$ cat src/rtl/mc_bus_sched.sv
// mc_bus_sched
// Schedules one bus row between the global buffer and NUM_COL MultiCaster columns.
// A job descriptor (tag, kernel size, initial psum) selects the columns whose ID
// matches the tag. kernel_size ifmap/filter beats are broadcast to those columns.
// Their finished psums are then gathered with round-robin arbitration into one
// output stream. This block only sequences the shared bus; it does no arithmetic.
//
// Ports
//   clk, rst_n            clock, asynchronous active-low reset
//   cfg_*                 job descriptor handshake (cfg_ready high only when idle)
//   in_*                  ifmap/filter beat stream from the global buffer
//   col_id/col_ready      per-column ID and beat back-pressure
//   col_en                per-column beat strobe
//   col_valid/col_psum    per-column finished psum
//   col_ack               per-column pulse: psum taken
//   bc_*/kernel_size      broadcast data and latched job descriptor
//   out_*                 gathered psum stream with source column index
//   err                   one-cycle pulse when a job is rejected
//   busy                  job in flight or output not yet drained
`timescale 1ns/1ps
module mc_bus_sched #(
    parameter int unsigned DATA_WIDTH = 16,
    parameter int unsigned NUM_COL    = 4,
    localparam int unsigned CW        = (NUM_COL > 1) ? $clog2(NUM_COL) : 1,
    localparam int unsigned PW        = 2 * DATA_WIDTH
) (
    input  logic                    clk,
    input  logic                    rst_n,
    input  logic                    cfg_valid,
    output logic                    cfg_ready,
    input  logic [CW-1:0]           cfg_tag,
    input  logic [7:0]              cfg_ksize,
    input  logic [PW-1:0]           cfg_ipsum,
    input  logic                    in_valid,
    output logic                    in_ready,
    input  logic [DATA_WIDTH-1:0]   in_ifmap,
    input  logic [DATA_WIDTH-1:0]   in_fltr,
    input  logic [NUM_COL*CW-1:0]   col_id,
    input  logic [NUM_COL-1:0]      col_ready,
    output logic [NUM_COL-1:0]      col_en,
    input  logic [NUM_COL-1:0]      col_valid,
    input  logic [NUM_COL*PW-1:0]   col_psum,
    output logic [NUM_COL-1:0]      col_ack,
    output logic [DATA_WIDTH-1:0]   bc_ifmap,
    output logic [DATA_WIDTH-1:0]   bc_fltr,
    output logic [PW-1:0]           bc_psum,
    output logic [CW-1:0]           bc_tag,
    output logic [7:0]              kernel_size,
    output logic                    out_valid,
    input  logic                    out_ready,
    output logic [PW-1:0]           out_psum,
    output logic [CW-1:0]           out_col,
    output logic                    err,
    output logic                    busy
);

    localparam logic [1:0] ST_IDLE   = 2'd0;
    localparam logic [1:0] ST_STREAM = 2'd1;
    localparam logic [1:0] ST_GATHER = 2'd2;

    logic [1:0]         state_q, state_d;
    logic [NUM_COL-1:0] mask_q, mask_d;
    logic [NUM_COL-1:0] pending_q, pending_d;
    logic [7:0]         beat_cnt_q, beat_cnt_d;
    logic [CW-1:0]      rr_ptr_q, rr_ptr_d;
    logic [CW-1:0]      tag_q, tag_d;
    logic [7:0]         ksize_q, ksize_d;
    logic [PW-1:0]      ipsum_q, ipsum_d;
    logic               out_valid_q, out_valid_d;
    logic [PW-1:0]      out_psum_q, out_psum_d;
    logic [CW-1:0]      out_col_q, out_col_d;
    logic               err_q, err_d;
    logic [NUM_COL-1:0] col_ack_q, col_ack_d;

    logic [NUM_COL-1:0] id_match;
    logic [PW-1:0]      psum_arr [NUM_COL];
    logic               beat;
    logic               slot_free;
    logic [NUM_COL-1:0] req;
    logic               gnt_found;
    logic [CW-1:0]      gnt_idx;
    logic [CW-1:0]      scan_idx;

    always_comb begin
        for (int unsigned i = 0; i < NUM_COL; i++) begin
            id_match[i] = (col_id[i*CW +: CW] == cfg_tag);
            psum_arr[i] = col_psum[i*PW +: PW];
        end
    end

    // A beat only moves when every targeted column can take it, so all
    // targeted columns always see the same beat sequence.
    assign in_ready  = (state_q == ST_STREAM) && (&(col_ready | ~mask_q));
    assign beat      = in_valid && in_ready;
    assign col_en    = beat ? mask_q : '0;
    assign slot_free = !out_valid_q || out_ready;
    assign req       = pending_q & col_valid;

    // Round-robin: first requesting column at or after rr_ptr, wrapping.
    always_comb begin
        gnt_found = 1'b0;
        gnt_idx   = '0;
        scan_idx  = '0;
        for (int unsigned k = 0; k < NUM_COL; k++) begin
            scan_idx = CW'((32'(rr_ptr_q) + k) % NUM_COL);
            if (!gnt_found && req[scan_idx]) begin
                gnt_found = 1'b1;
                gnt_idx   = scan_idx;
            end
        end
    end

    always_comb begin
        state_d     = state_q;
        mask_d      = mask_q;
        pending_d   = pending_q;
        beat_cnt_d  = beat_cnt_q;
        rr_ptr_d    = rr_ptr_q;
        tag_d       = tag_q;
        ksize_d     = ksize_q;
        ipsum_d     = ipsum_q;
        out_valid_d = out_valid_q && !out_ready;
        out_psum_d  = out_psum_q;
        out_col_d   = out_col_q;
        err_d       = 1'b0;
        col_ack_d   = '0;

        case (state_q)
            ST_IDLE: begin
                if (cfg_valid) begin
                    tag_d   = cfg_tag;
                    ksize_d = cfg_ksize;
                    ipsum_d = cfg_ipsum;
                    mask_d  = id_match;
                    if (cfg_ksize == 8'd0 || id_match == '0) begin
                        err_d = 1'b1;
                    end else begin
                        beat_cnt_d = 8'd0;
                        state_d    = ST_STREAM;
                    end
                end
            end
            ST_STREAM: begin
                if (beat) begin
                    beat_cnt_d = beat_cnt_q + 8'd1;
                    if (beat_cnt_q == ksize_q - 8'd1) begin
                        pending_d = mask_q;
                        state_d   = ST_GATHER;
                    end
                end
            end
            ST_GATHER: begin
                if (slot_free && gnt_found) begin
                    out_valid_d        = 1'b1;
                    out_psum_d         = psum_arr[gnt_idx];
                    out_col_d          = gnt_idx;
                    col_ack_d[gnt_idx] = 1'b1;
                    pending_d[gnt_idx] = 1'b0;
                    rr_ptr_d = (gnt_idx == CW'(NUM_COL - 1)) ? '0 : gnt_idx + 1'b1;
                end
                // Leave as soon as the last grant is issued; its psum may still
                // sit in the output register while we are back in idle.
                if (pending_d == '0) begin
                    state_d = ST_IDLE;
                end
            end
            default: state_d = ST_IDLE;
        endcase
    end

    always_ff @(posedge clk or negedge rst_n) begin
        if (!rst_n) begin
            state_q     <= ST_IDLE;
            mask_q      <= '0;
            pending_q   <= '0;
            beat_cnt_q  <= '0;
            rr_ptr_q    <= '0;
            tag_q       <= '0;
            ksize_q     <= '0;
            ipsum_q     <= '0;
            out_valid_q <= 1'b0;
            out_psum_q  <= '0;
            out_col_q   <= '0;
            err_q       <= 1'b0;
            col_ack_q   <= '0;
        end else begin
            state_q     <= state_d;
            mask_q      <= mask_d;
            pending_q   <= pending_d;
            beat_cnt_q  <= beat_cnt_d;
            rr_ptr_q    <= rr_ptr_d;
            tag_q       <= tag_d;
            ksize_q     <= ksize_d;
            ipsum_q     <= ipsum_d;
            out_valid_q <= out_valid_d;
            out_psum_q  <= out_psum_d;
            out_col_q   <= out_col_d;
            err_q       <= err_d;
            col_ack_q   <= col_ack_d;
        end
    end

    assign cfg_ready   = (state_q == ST_IDLE);
    assign bc_ifmap    = in_ifmap;
    assign bc_fltr     = in_fltr;
    assign bc_psum     = ipsum_q;
    assign bc_tag      = tag_q;
    assign kernel_size = ksize_q;
    assign out_valid   = out_valid_q;
    assign out_psum    = out_psum_q;
    assign out_col     = out_col_q;
    assign err         = err_q;
    assign col_ack     = col_ack_q;
    assign busy        = (state_q != ST_IDLE) || out_valid_q;

endmodule

$ cat config.mk
export PLATFORM = sky130hd
export DESIGN_NAME = mc_bus_sched
export DESIGN_NICKNAME = d
export VERILOG_FILES = /design/src/rtl/mc_bus_sched.sv
export SDC_FILE = /design/constraint.sdc
export NUM_CORES = 1
export LEC_CHECK = 0
export CORE_MARGIN = 3
export CORE_UTILIZATION = 35
export CTS_BUF_LIST = sky130_fd_sc_hd__clkbuf_8
export DETAILED_ROUTE_END_ITERATION = 8
export PLACE_DENSITY = 0.76
export SLEW_MARGIN = 5
export SYNTH_ARGS = -nofsm -noshare
export SYNTH_HDL_FRONTEND = slang
export SYNTH_SLANG_ARGS = --single-unit
export TNS_END_PERCENT = 100
$ cat constraint.sdc
create_clock -name clk -period 5.2 [get_ports clk]
set_input_delay 0.52 -clock clk [delete_from_list [all_inputs] [get_ports clk]]
set_output_delay 0.52 -clock clk [all_outputs]
set_load 0.03 [all_outputs]
[Word-level counts from Yosys, hierarchy flattened]
Index checks and enable logic that the tools add are counted.
W data, S select, Z words.
Cells by class
  $add $sub $neg: 6
  order comparisons: 7
  eq/ne operators: 13
  multiplexer cells: 45
  bitwise logic cells: 6
  reduce and logical (&&, ||, !) cells: 29
Operators with widths (count)
  $bmux W32 S2: 1
  $mux W32: 2
  $mux W4: 7
  $mux W8: 3
  $mux W2: 10
  $pmux W8 S2: 1
  $lt A2 B3 Y1 const B: 5
  $mux W1: 14
  $add A8 B1 Y8 const B: 1
  $and A4 B4 Y4: 2
  $bmux W1 S2: 4
  $eq A2 B2 Y1: 4
  $eq A8 B8 Y1: 1
  $logic_and A1 B1 Y1: 8
  $logic_not A4 Y1: 2
  $logic_not A8 Y1: 1
  $ne A2 B2 Y1 const B: 4
  $not A4 Y4: 2
  $pmux W4 S2: 1
  $reduce_and A4 Y1: 2
  $sub A8 B1 Y8 const B: 1
  $pmux W2 S3: 1
  $reduce_bool A2 Y1: 3
  $logic_not A1 Y1: 5
  other kinds (15): 21
Storage, ports and cells
  register bits: 102
  input bits: 223
  word-level logic and storage cells: 119

[Depth between registers and ports, before layout]
  word-level depth: 24
  depth in mapped cells: 10
  gate-level depth less buffers: 8

[Worst setup path before layout]
Ideal clock, no wire load.
  kind: input-to-reg
  start: input port col_valid[3]
  end: register state_q[1]
  library setup time: 121 ps
  data arrival time: 2482 ps
  required time: 5079 ps
  path slack: 2597 ps
  stages on the path: 10
  cell sequence: nand2_1 > a21bo_1 > a21o_1 > inv_2 > buf_1 > clkbuf_1 > ha_1 > a21oi_1 > a211o_1 > o22a_1
Between the ends
  longest elaborated chain between the ends: 24
  elaborated cells on any way between the ends: 36
  classes of those cells: 2 x order compare; 1 x eq/ne; 20 x mux; 3 x bitwise; 10 x reduce/logical
Ends and longest elaborated chain
  from (decl): RTL line 41  | input logic [NUM_COL-1:0] col_valid,
  $and A4 B4 Y4 (*): RTL line 97  | assign req = pending_q & col_valid;
  $bmux W1 S2: RTL line 106  | if (!gnt_found && req[scan_idx]) begin
  $mux W1 (implied by the code): RTL line 106
  $mux W1: RTL line 106
  $logic_not A1 Y1: RTL line 106
  $logic_and A1 B1 Y1: RTL line 106
  $mux W1: RTL line 106
  $logic_not A1 Y1: RTL line 106
  [... 8 more ...]
  $demux W1 S2: RTL line 158  | pending_d[gnt_idx] = 1'b0;
  $not A4 Y4 (no source line)
  $and A4 B4 Y4 (no source line)
  $mux W4 (*): RTL line 153  | if (slot_free && gnt_found) begin
  $mux W4 (*): RTL line 128  | case (state_q)
  $logic_not A4 Y1 (*): RTL line 163  | if (pending_d == '0) begin
  $ne A2 B2 Y1 (no source line) (*)
  $reduce_and A5 Y1 (no source line) (*)
  to (signal assigned): RTL line 187  | state_q <= state_d;
  to (decl): RTL line 61  | logic [1:0] state_q, state_d;
Every way passes the cells marked *; elsewhere a longest branch is shown, timed or not. The select of a mux whose other input is x is not followed.
A chain may end at the register's enable or synchronous reset.

[Final worst setup path]
  start: register state_q[0]
  end: output port col_en[2]
Between the ends
  longest elaborated chain between the ends: 4
Ends and longest elaborated chain
  $eq A2 B1 Y1: RTL line 93  | assign in_ready = (state_q == ST_STREAM) && (&(col_ready | ~mask_q));
  $logic_and A1 B1 Y1: RTL line 93
  $logic_and A1 B1 Y1: RTL line 94  | assign beat = in_valid && in_ready;
  $mux W4: RTL line 95  | assign col_en = beat ? mask_q : '0;
  to (decl): RTL line 40  | output logic [NUM_COL-1:0] col_en,
No other way between the ends.

==> flow_summary.yaml <==
synthesis:
  synth.yosys.seq_area_share_pct: 45.0
  synth.distinct_cells: 59
  syn_nets: 837
  synth_area_sq_um: 5670
  postSynthAreaPerCell_sq_um: 9.28
  synth_top_cell_area_share_pct: 45.0
  synth_top_area_cell: "dfrtp_1"
  synth-edff-count: 0
  ys.flop_type: "dfrtp_1"
  ys_ff_latch: 102
  synth_area_leaders: "dfrtp_1, nand2_1, a22oi_1"
  synth_warnings: 0
  synthCells: 611
  synth_async_sr_flop_share_pct: 100
cells_and_area:
  synthToLayoutAreaGrowth_pct: 52.1
  layout.cells.non_filler: 1055
  fin_nets: 1065
  drive_above_1_share_pct: 6.41
floorplanning:
  dieArea_sq_um: 17800
  core_sq_um: 15500
  die-width_um: 133
  initial_core_util_pct: 36.5
  die_h_um: 133
  pin_count: 344
  row_count: 45
clocking:
  numCtsBuffers: 9
  clkTransAtPathRegs_ps: 110
  postCtsSetupBuffers: 0
  worstSkewPairLatency_ps: 380
  clockRootBuffer: "clkbuf_8"
  clock-sinks: 102
  cts_resized: 0
  cts_tree: "done"
  cts_hold_buf: 0
  cts_max_path_buffers: 2
  cts_htree_levels: 3
sta:
  hold_viol: 0
  maxSlewViolCount: 0
  timing.fmax_mhz: 340
  worst_pin_slew_ps: 848
  hold_ws_ps: 224
  setup_viol: 0
  finClkSkew_ps: 21.9
  timing.final.crit_period_ps: 2940
  final.period_utilization_pct: 56.6
  rsz0062_at_grt: "no"
  fin_tns_setup_ps: 0
  relSlewSlack_pct: 43.3
  setup_ws_ps: 2260
grt:
  grt_start_max_net_pins: 66
  track_usage_pct: 20.3
  antenna_found_initial: 1
  grt_pass1_vias: 5187
  grt.overflow.total: 0
  grt_pass1_wl_um: 28600
critical_path:
  worstSetupEndpointType: "output port"
  worstSetupPathType: "flop to output port"
  r2r_slack_ps: 2700
  start_kind: "flop"
  rr_endpoint: "pending_q[1]"
  cp_max_fo: 9
  r2r-start: "kernel_size[3]"
  arrival_ps: 2420
  reg2regPathDepth: 6
  crit_required_ps: 4680
routing:
  route.detailed.drc: 0
  wl_per_cell_um: 17.6
  drt_iter0_drc: 322
  firstDrtPassIters: 8
  ant_nets: 0
  via_count: 5195
  viasPerCell: 4.92
  wirelength_um: 18600
power_and_ir_drop:
  powerDensity_nw_per_um2: 552
  total_leakage_power_nw: 3.77
  irDropWorstVdd_mv: 0.377
place:
  gp_congestion: 0.812
  post-place-ws_ps: 2140
  dp_hpwl_um: 14400
  dp_cells: 1039
  io_buffers: 279
hold_path:
  min_path_type: "primary input to async pin"
run:
  maxCapViolCount: 0
outcome:
  status: "finished clean"
synthesized netlist by cell type (all sizes together) (2+ instances only):
cell	count
nand2	163
a21oi	4
o211ai	5
or3	7
mux2	37
o221a	4
nor2b	4
xor2	13
and2	5
nand3	6
o21ai	48
o31ai	2
nor3	7
nor2	14
a31o	2
nand3b	2
buf	38
nor4	4
o31a	2
dfrtp	102
inv	11
clkbuf	30
o22ai	3
and3	3
mux2i	27
ha	3
xnor2	8
a22oi	39
metal layers:
layer / part of all wire [%] / global-route usage [%] / vias up
li1: - / - / 2531
met2: 49 / 32.8 / 185
met1: 42 / 25.8 / 2447
met5: 0 / 0 / -
met4: 2.5 / 6.51 / 0
met3: 6.8 / 6.65 / 32
where the power goes:
part / internal, mW / switching (mW) / leakage, nW
sequential: 1.12 / 0.269 / 1.29
clock: 0.317 / 0.283 / 0.119
combinational: 1.20 / 1.58 / 2.36
stage by stage:
stage | power [mW] | cell area, sq um | util, %
2_1_floorplan | 3.15 | 5670 | -
3_3_place_gp | 4.14 | 8390 | 54.0
3_5_place_dp | 4.19 | 8390 | 54.0
4_1_cts | 4.81 | 8630 | 55.5
5_1_grt | 5.07 | 8630 | 55.5
6_report | 4.76 | 8630 | 55.5
critical path, cell delays in order, from the launching register on:
cell and delay, ps:
dfrtp_1 460, nor2b_1 360, o221a_2 340, nand2_8 100
nor2_1 100, clkdlybuf4s50_1 670
worst max path at each step:
stage                            start  depth (start not counted)         end
after floorplan           col_valid[3]                         10  state_q[1]
after global placement    col_valid[3]                          9  state_q[1]
after detailed placement  col_valid[3]                          9  state_q[1]
after CTS                   state_q[1]                          5   col_en[0]
after global routing        state_q[1]                          5   col_en[2]
final                       state_q[0]                          5   col_en[2]
layout make-up:
class                           instances  area (sq um)
Timing Repair Buffer                  285          2840
Multi-Input combinational cell        430          2700
Sequential cell                       102          2550
Inverter                               11          41.3
Clock inverter                          6           109
Antenna cell                            1          2.50
Clock buffer                            9           124
Tap cell                              211           264
Fill cell                            1436          6910
state kept, by name (all words and copies together), names as in the netlist, 4 cells and up:
register and flops:
mask_q 4, kernel_size 8, col_ack 4, bc_psum 32, pending_q 4, beat_cnt_q 8, out_psum 32
cells in the final DEF, fill, tap and decap left out, types with 8 or more instances in the layout:
master / n
mux2_2: 17
clkbuf_8: 9
xnor2_1: 8
nor2_1: 14
xor2_1: 13
mux2i_1: 27
inv_1: 10
dfrtp_1: 102
o21ai_1: 35
nand2_1: 160
clkdlybuf4s50_1: 278
a22oi_1: 39
mux2_1: 20
o21ai_0: 13
cell families after synthesis:
group / Yosys count / share of synthesized area (%)
AND/OR/NAND/NOR: 221 / 17.1
AO/OA/AOI/OAI: 121 / 14.3
flip-flops: 102 / 45.0
buffers and inverters: 79 / 7.57
multiplexers: 64 / 12.1
XOR/XNOR: 21 / 3.24
adder cells (fa/ha/maj): 3 / 0.662
No activity file was read; power rests on OpenSTA's default activity.
